## src/rtl/q15_pkg.sv

```systemverilog
// Shared Q15 (48.15 signed fixed-point) constants, operand class record,
// FSM state codes and the saturate/encode helper for the multiplier.
package q15_pkg;

  localparam int          Q15_FRAC_BITS  = 15;
  localparam logic [63:0] Q15_NAN        = 64'h8000_0000_0000_0000;
  localparam logic [63:0] Q15_POS_INF    = 64'h7FFF_FFFF_FFFF_FFFF;
  localparam logic [63:0] Q15_NEG_INF    = 64'h8000_0000_0000_0001;
  localparam logic [63:0] Q15_MAX_FINITE = 64'h7FFF_FFFF_FFFF_FFFE;

  // FSM state codes
  localparam logic [1:0] ST_IDLE = 2'd0;
  localparam logic [1:0] ST_RUN  = 2'd1;
  localparam logic [1:0] ST_DONE = 2'd2;

  // Operand classification; mag is only meaningful for finite values
  typedef struct packed {
    logic        sign;
    logic        nan;
    logic        zero;
    logic        inf;
    logic [62:0] mag;
  } q15_class_t;

  // Turn an already-truncated product magnitude into a Q15 word.
  // Anything at or above 2^63-1 would collide with the inf/NaN codes,
  // so it saturates to inf; a zero magnitude never becomes -0.
  function automatic logic [63:0] q15_encode(input logic [110:0] mag,
                                             input logic        neg);
    logic [63:0] m64;
    m64 = {1'b0, mag[62:0]};
    if (mag > 111'(Q15_MAX_FINITE))
      return neg ? Q15_NEG_INF : Q15_POS_INF;
    else if (mag == '0)
      return 64'd0;
    else
      return neg ? -m64 : m64;
  endfunction

endpackage

```

## src/rtl/q15_classify.sv

```systemverilog
// Combinational Q15 operand classifier: sign, NaN, zero, inf and the
// 63-bit magnitude of a finite value. Shared with the divider.
module q15_classify
  import q15_pkg::*;
(
  input  logic [63:0] data_i,
  output q15_class_t  cls_o
);

  logic [63:0] neg_w;

  assign neg_w      = -data_i;
  assign cls_o.sign = data_i[63];
  assign cls_o.nan  = (data_i == Q15_NAN);
  assign cls_o.inf  = (data_i == Q15_POS_INF) || (data_i == Q15_NEG_INF);
  assign cls_o.zero = (data_i == 64'd0);
  // Most negative finite is 0x8000..02, so |x| always fits in 63 bits
  assign cls_o.mag  = data_i[63] ? neg_w[62:0] : data_i[62:0];

endmodule

```

## src/rtl/q15_multiplier.sv

```systemverilog
// Iterative signed Q15 multiplier. Specials are resolved in one cycle;
// finite operands run a shift-add over BITS_PER_CYCLE multiplier bits per
// cycle, then the product is truncated, saturated and re-encoded.
module q15_multiplier
  import q15_pkg::*;
#(
  parameter int BITS_PER_CYCLE = 1   // 1, 2, 4 or 8
) (
  input  logic        clk_i,
  input  logic        rst_n_i,
  input  logic        launch_i,
  input  logic [63:0] a_i,
  input  logic [63:0] b_i,
  output logic        busy_o,
  output logic        done_o,
  output logic        nan_o,
  output logic [63:0] res_o
);

  localparam int BPC = BITS_PER_CYCLE;
  localparam int N   = 64 / BITS_PER_CYCLE;

  q15_class_t ca, cb;

  logic [1:0]   state_q, state_d;
  logic [6:0]   cnt_q, cnt_d;
  logic [125:0] a_sh_q, a_sh_d;   // |a| pre-shifted to the current iteration offset
  logic [63:0]  b_sh_q, b_sh_d;   // |b| with consumed bits shifted out
  logic [125:0] acc_q, acc_d;
  logic         sign_q, sign_d;
  logic [63:0]  res_q, res_d;
  logic         nan_q, nan_d;

  logic [125:0] pp;
  logic [125:0] acc_sum;

  q15_classify u_cls_a (.data_i(a_i), .cls_o(ca));
  q15_classify u_cls_b (.data_i(b_i), .cls_o(cb));

  // Partial product of |a| (at offset) and the low BPC bits of |b|
  always_comb begin
    pp = '0;
    for (int i = 0; i < BPC; i++)
      if (b_sh_q[i]) pp = pp + (a_sh_q << i);
  end

  assign acc_sum = acc_q + pp;

  // Next-state: special fast path, iteration, and final encode
  always_comb begin
    state_d = state_q;
    cnt_d   = cnt_q;
    a_sh_d  = a_sh_q;
    b_sh_d  = b_sh_q;
    acc_d   = acc_q;
    sign_d  = sign_q;
    res_d   = res_q;
    nan_d   = nan_q;
    case (state_q)
      ST_IDLE: begin
        if (launch_i) begin
          if (ca.nan || cb.nan || (ca.zero && cb.inf) || (ca.inf && cb.zero)) begin
            res_d   = Q15_NAN;
            nan_d   = 1'b1;
            state_d = ST_DONE;
          end else if (ca.inf || cb.inf) begin
            res_d   = (ca.sign ^ cb.sign) ? Q15_NEG_INF : Q15_POS_INF;
            nan_d   = 1'b0;
            state_d = ST_DONE;
          end else if (ca.zero || cb.zero) begin
            res_d   = 64'd0;
            nan_d   = 1'b0;
            state_d = ST_DONE;
          end else begin
            a_sh_d  = {63'd0, ca.mag};
            b_sh_d  = {1'b0, cb.mag};
            acc_d   = '0;
            cnt_d   = '0;
            sign_d  = ca.sign ^ cb.sign;
            state_d = ST_RUN;
          end
        end
      end
      ST_RUN: begin
        acc_d  = acc_sum;
        a_sh_d = a_sh_q << BPC;
        b_sh_d = b_sh_q >> BPC;
        cnt_d  = cnt_q + 7'd1;
        if (cnt_q == 7'(N - 1)) begin
          // Result is registered here so it is valid during DONE
          res_d   = q15_encode(acc_sum[125:Q15_FRAC_BITS], sign_q);
          nan_d   = 1'b0;
          state_d = ST_DONE;
        end
      end
      ST_DONE: state_d = ST_IDLE;
      default: state_d = ST_IDLE;
    endcase
  end

  // State registers, all cleared by the asynchronous reset
  always_ff @(posedge clk_i or negedge rst_n_i) begin
    if (!rst_n_i) begin
      state_q <= ST_IDLE;
      cnt_q   <= '0;
      a_sh_q  <= '0;
      b_sh_q  <= '0;
      acc_q   <= '0;
      sign_q  <= 1'b0;
      res_q   <= '0;
      nan_q   <= 1'b0;
    end else begin
      state_q <= state_d;
      cnt_q   <= cnt_d;
      a_sh_q  <= a_sh_d;
      b_sh_q  <= b_sh_d;
      acc_q   <= acc_d;
      sign_q  <= sign_d;
      res_q   <= res_d;
      nan_q   <= nan_d;
    end
  end

  assign busy_o = (state_q == ST_RUN);
  assign done_o = (state_q == ST_DONE);
  assign res_o  = res_q;
  assign nan_o  = nan_q;

endmodule

```

## config.mk

```make
export PLATFORM = sky130hd
export DESIGN_NAME = q15_multiplier
export DESIGN_NICKNAME = d
export VERILOG_FILES = /design/src/rtl/q15_pkg.sv /design/src/rtl/q15_classify.sv /design/src/rtl/q15_multiplier.sv
export SDC_FILE = /design/constraint.sdc
export NUM_CORES = 1
export LEC_CHECK = 0
export BUFFER_PORTS_ARGS = -buffer_cell sky130_fd_sc_hd__buf_2
export CORE_ASPECT_RATIO = 1.5
export CORE_UTILIZATION = 45
export DETAILED_ROUTE_END_ITERATION = 10
export GPL_TIMING_DRIVEN = 0
export REMOVE_ABC_BUFFERS = 1
export SLEW_MARGIN = 20
export SYNTH_ARGS = -nofsm -noshare
export SYNTH_HDL_FRONTEND = slang
export SYNTH_SLANG_ARGS = --single-unit
```

## constraint.sdc

```tcl
create_clock -name clk_i -period 6.45 [get_ports clk_i]
set_input_delay 0.645 -clock clk_i [delete_from_list [all_inputs] [get_ports clk_i]]
set_output_delay 0.645 -clock clk_i [all_outputs]
set_load 0.005 [all_outputs]
```

==> results.cfg <==
[synth]
synth_area_um2 = 32530
ys_ff_latch = 390
synthMuxAreaShare_pct = 0.7615
synth_top_family_by_area = compound AO/OA/AOI/OAI gates
syn_inst = 4210
synth_top_cell_by_area = dfrtp_1
synth_ff_type = dfrtp_1
yosys.area_share.simple_pct = 24.69
synth_cell_types = 111
synth_xor_area_share_pct = 6.700
synth_edf_count = 0
synthArstFlopShare_pct = 100.0
synthAdderAreaFrac_pct = 5.215
yosysTopAreaCellShare_pct = 30.00
synth_compound_area_share_pct = 28.68
syn_avg_cell_area_um2 = 7.727
synth.area.top_cells = dfrtp_1 30%, a21oi_1 6.6%, nand2_1 6.5%
ys_seq_area_share_pct = 30.00
yosys_warnings = 0

[timing]
setup-tns-final_ns = 0
setup_viol = 0
hold_violations = 0
fmax_mhz = 157.3
slew_headroom_pct = 15.28
slew_viol_final = 0
period_minus_slack_ns = 6.358
clock_skew_ns = 0.04124
rsz0062_at_grt = true
tightestPinTransition_ns = 1.262
finalCritPeriodShare_pct = 98.58

[global_route]
first_global_vias = 32490
grt.overflow.total = 0
antenna_found_initial = 8
grt_max_degree = 95
grt_pass1_wl_mm = 198.8
track_usage_pct = 35.06

[die]
fp.dieH_um = 331.3
dieWidth_um = 221.5
io_pins = 198
num_rows = 120
initial_utilization_pct = 45.52
die-area_um2 = 73390
core_um2 = 71470

[finish]
nNetsFinal = 4545
syn_to_final_growth_pct = 14.71
fin_area_um2 = 37320
drive_above_1_share_pct = 15.16

[clock_tree]
tritoncts = done
clk_pin_slew_ns = 0.06
cts.sinks = 390
clkLatencyLatePin_ns = 0.65
cts_buffer_depth = 3
cts_buffers = 45
root_buffer = clkbuf_16
cts_htree_levels = 2

[pwr]
power.leakage_nw = 14.45
power_density_nw_per_um2 = 444.6
ir_drop_mv = 0.2788

[critical_path]
crit_family = simple AND/OR/NAND/NOR gates
rr_startpoint = b_sh_q[0]
critical_path_class = flip-flop to flip-flop
crit_start = b_sh_q[0]
crit_path_end_kind = flip-flop
crit_chain = buf_16 > and2_1 > ha_2 > a21oi_1 > o21ai_0 > a22oi_1 > a311oi_1 > nor2_1 > a31oi_2 > xnor2_1 > nor4_2 > and4_1 > nand4_1 > nor4_4 > buf_6 > buf_6 > buf_6 > and2_4 > or4b_1 > a31oi_1
cp_num_buf_inv = 4
required_ns = 7.00
crit_fanout = 82
cp_slowest_cell = o21ai_0
crit_top_cell = buf_6
start_kind = flip-flop
cp_data_arrival_time_ns = 6.91
cpPeakStageDelay_ns = 0.62

[outcome]
status = complete, no violations

[placement]
placed_area_um2 = 34240
finalWeightedCongestion = 0.9814
port_buffers = 197
detailed_place_hpwl_mm = 102.9

[drt]
drt_first_pass_iters = 6
postRouteWirelength_mm = 132.1
ant_nets = 0
wire_per_inst_um = 25.26
vias = 33300
drtIter0Drc = 2660
vias_per_cell = 6.367
drc_errors = 0

[worst_hold_path]
min_path_type = input port to flip-flop
min-delay-start = a_i[0]

[flow_run]
cap_violations = 0
-- per-layer routing --
metal  track usage, %  up-vias  wire length (µm)  part of all wire, %
li1                 -    15650                 -                    -
met1            38.90    16190             49080                   37
met2            62.43     1052             66230                   50
met3            4.084      404              5909                  4.5
met4            24.26       12             10850                  8.2
met5                0        -                78                0.059
-- state kept, by name, indices dropped and copies added (netlist names) --
| name | flops |
|---|---|
| b_sh_q | 63 |
| sign_q | 1 |
| nan_o | 1 |
| a_sh_q | 126 |
| cnt_q | 7 |
| res_o | 64 |
| acc_q | 126 |
| state_q | 2 |
-- worst register-to-register path, cell delays in order, from the launching register on --
cell and delay [ns]:
dfrtp_4 0.54, buf_16 0.21, and2_1 0.30, ha_2 0.46, a21oi_1 0.12, o21ai_0 0.62, a22oi_1 0.23, a311oi_1 0.48
nor2_1 0.10, a31oi_2 0.33, xnor2_1 0.23, nor4_2 0.41, and4_1 0.30, nand4_1 0.14, nor4_4 0.33, buf_6 0.22
buf_6 0.19, buf_6 0.19, and2_4 0.25, or4b_1 0.47, a31oi_1 0.17
-- placed cells by master (no fill, tap or decap), drive strengths merged, types with 52 or more instances in the layout --
| cell type | netlist | final |
|---|---|---|
| nor2 | 354 | 354 |
| a22o | 130 | 130 |
| and2 | 148 | 149 |
| nor3 | 86 | 86 |
| xor2 | 169 | 169 |
| nand3 | 62 | 62 |
| o21ai | 468 | 468 |
| nand4 | 146 | 146 |
| buf | 85 | 292 |
| ha | 134 | 134 |
| xnor2 | 79 | 79 |
| clkbuf | 187 | 66 |
| nand2 | 563 | 563 |
| a21oi | 440 | 440 |
| o31ai | 52 | 52 |
| dfrtp | 390 | 390 |
-- path summary, 6_finish.rpt --
| check | to | slack [ns] | cells past startpoint |
|---|---|---|---|
| min in group asynchronous | res_o[46] | 0.56 | 2 |
| min reg2reg | b_sh_q[21] | 0.48 | 2 |
| max reg2reg | res_o[23] | 0.09 | 20 |
| min | a_sh_q[0] | 0.44 | 2 |
| max | res_o[23] | 0.09 | 20 |
| max in group asynchronous | a_sh_q[46] | 4.54 | 4 |
-- metrics by stage --
step	utilization, %	setup slack, ns	instances	hold slack (ns)	power [W]
2_1_floorplan	-	-4.026	3938	0.3494	0.009932
3_3_place_gp	46.92	-13.35	5050	0.4607	0.01300
3_5_place_dp	47.91	-1.939	5076	0.4708	0.01314
4_1_cts	50.81	0.002202	5182	0.4285	0.01607
5_1_grt	52.21	-0.02560	5230	0.4360	0.01752
6_report	52.21	0.09178	5231	0.4426	0.01659
-- cells by family after synthesis --
logic type	after synthesis
and+or+nand+nor	1633
AOI/OAI and AO/OA	1467
DFF	390
buffers and inverters	313
xor gates and xnor gates	248
adders and majority gates	135
muxes	24
-- cell type report --
class                           instances  area (µm²)
Clock buffer                           66        1315
Antenna cell                            3       7.507
Fill cell                            7172       34150
Inverter                               41       158.9
Timing Repair Buffer                  293        2177
Tap cell                              915        1145
Multi-Input combinational cell       3508       22590
Sequential cell                       390        9764
Clock inverter                         15       156.4
-- power breakdown --
part | total (W) | switching [W] | internal [W]
registers | 0.00400 | 0.000652 | 0.00335
clock network | 0.00265 | 0.00115 | 0.00150
logic | 0.00994 | 0.00656 | 0.00337
-- cell usage after synthesis (12+ instances only) --
master,number
a22o_1,130
and4_1,21
nand4_1,144
dfrtp_1,390
or3_1,44
a21oi_1,428
inv_1,39
nand2_1,561
a211o_1,12
ha_1,134
mux2i_1,18
and3_1,23
a31oi_1,38
nor4_1,46
o211a_1,13
o31ai_1,49
buf_2,67
o21a_1,26
xor2_1,168
xnor2_1,79
and2_1,146
nor3_1,86
a211oi_1,31
or4_1,35
or2_2,28
buf_1,12
o21ai_1,42
o41ai_1,21
o211ai_1,34
clkbuf_1,187
o21bai_1,20
nor2_1,352
o21ai_0,418
nand3_1,62
a21o_1,48
-- what timing repair did --
action	in CTS	in global routing
pin swaps	20	32
setup endpoints to repair	64	60
endpoints found under the hold margin	9	0
cloned	1	1
hold buffers	1	0
resized for setup	81	159
buffers inserted	24	45
No activity file was read; power rests on OpenSTA's default activity.
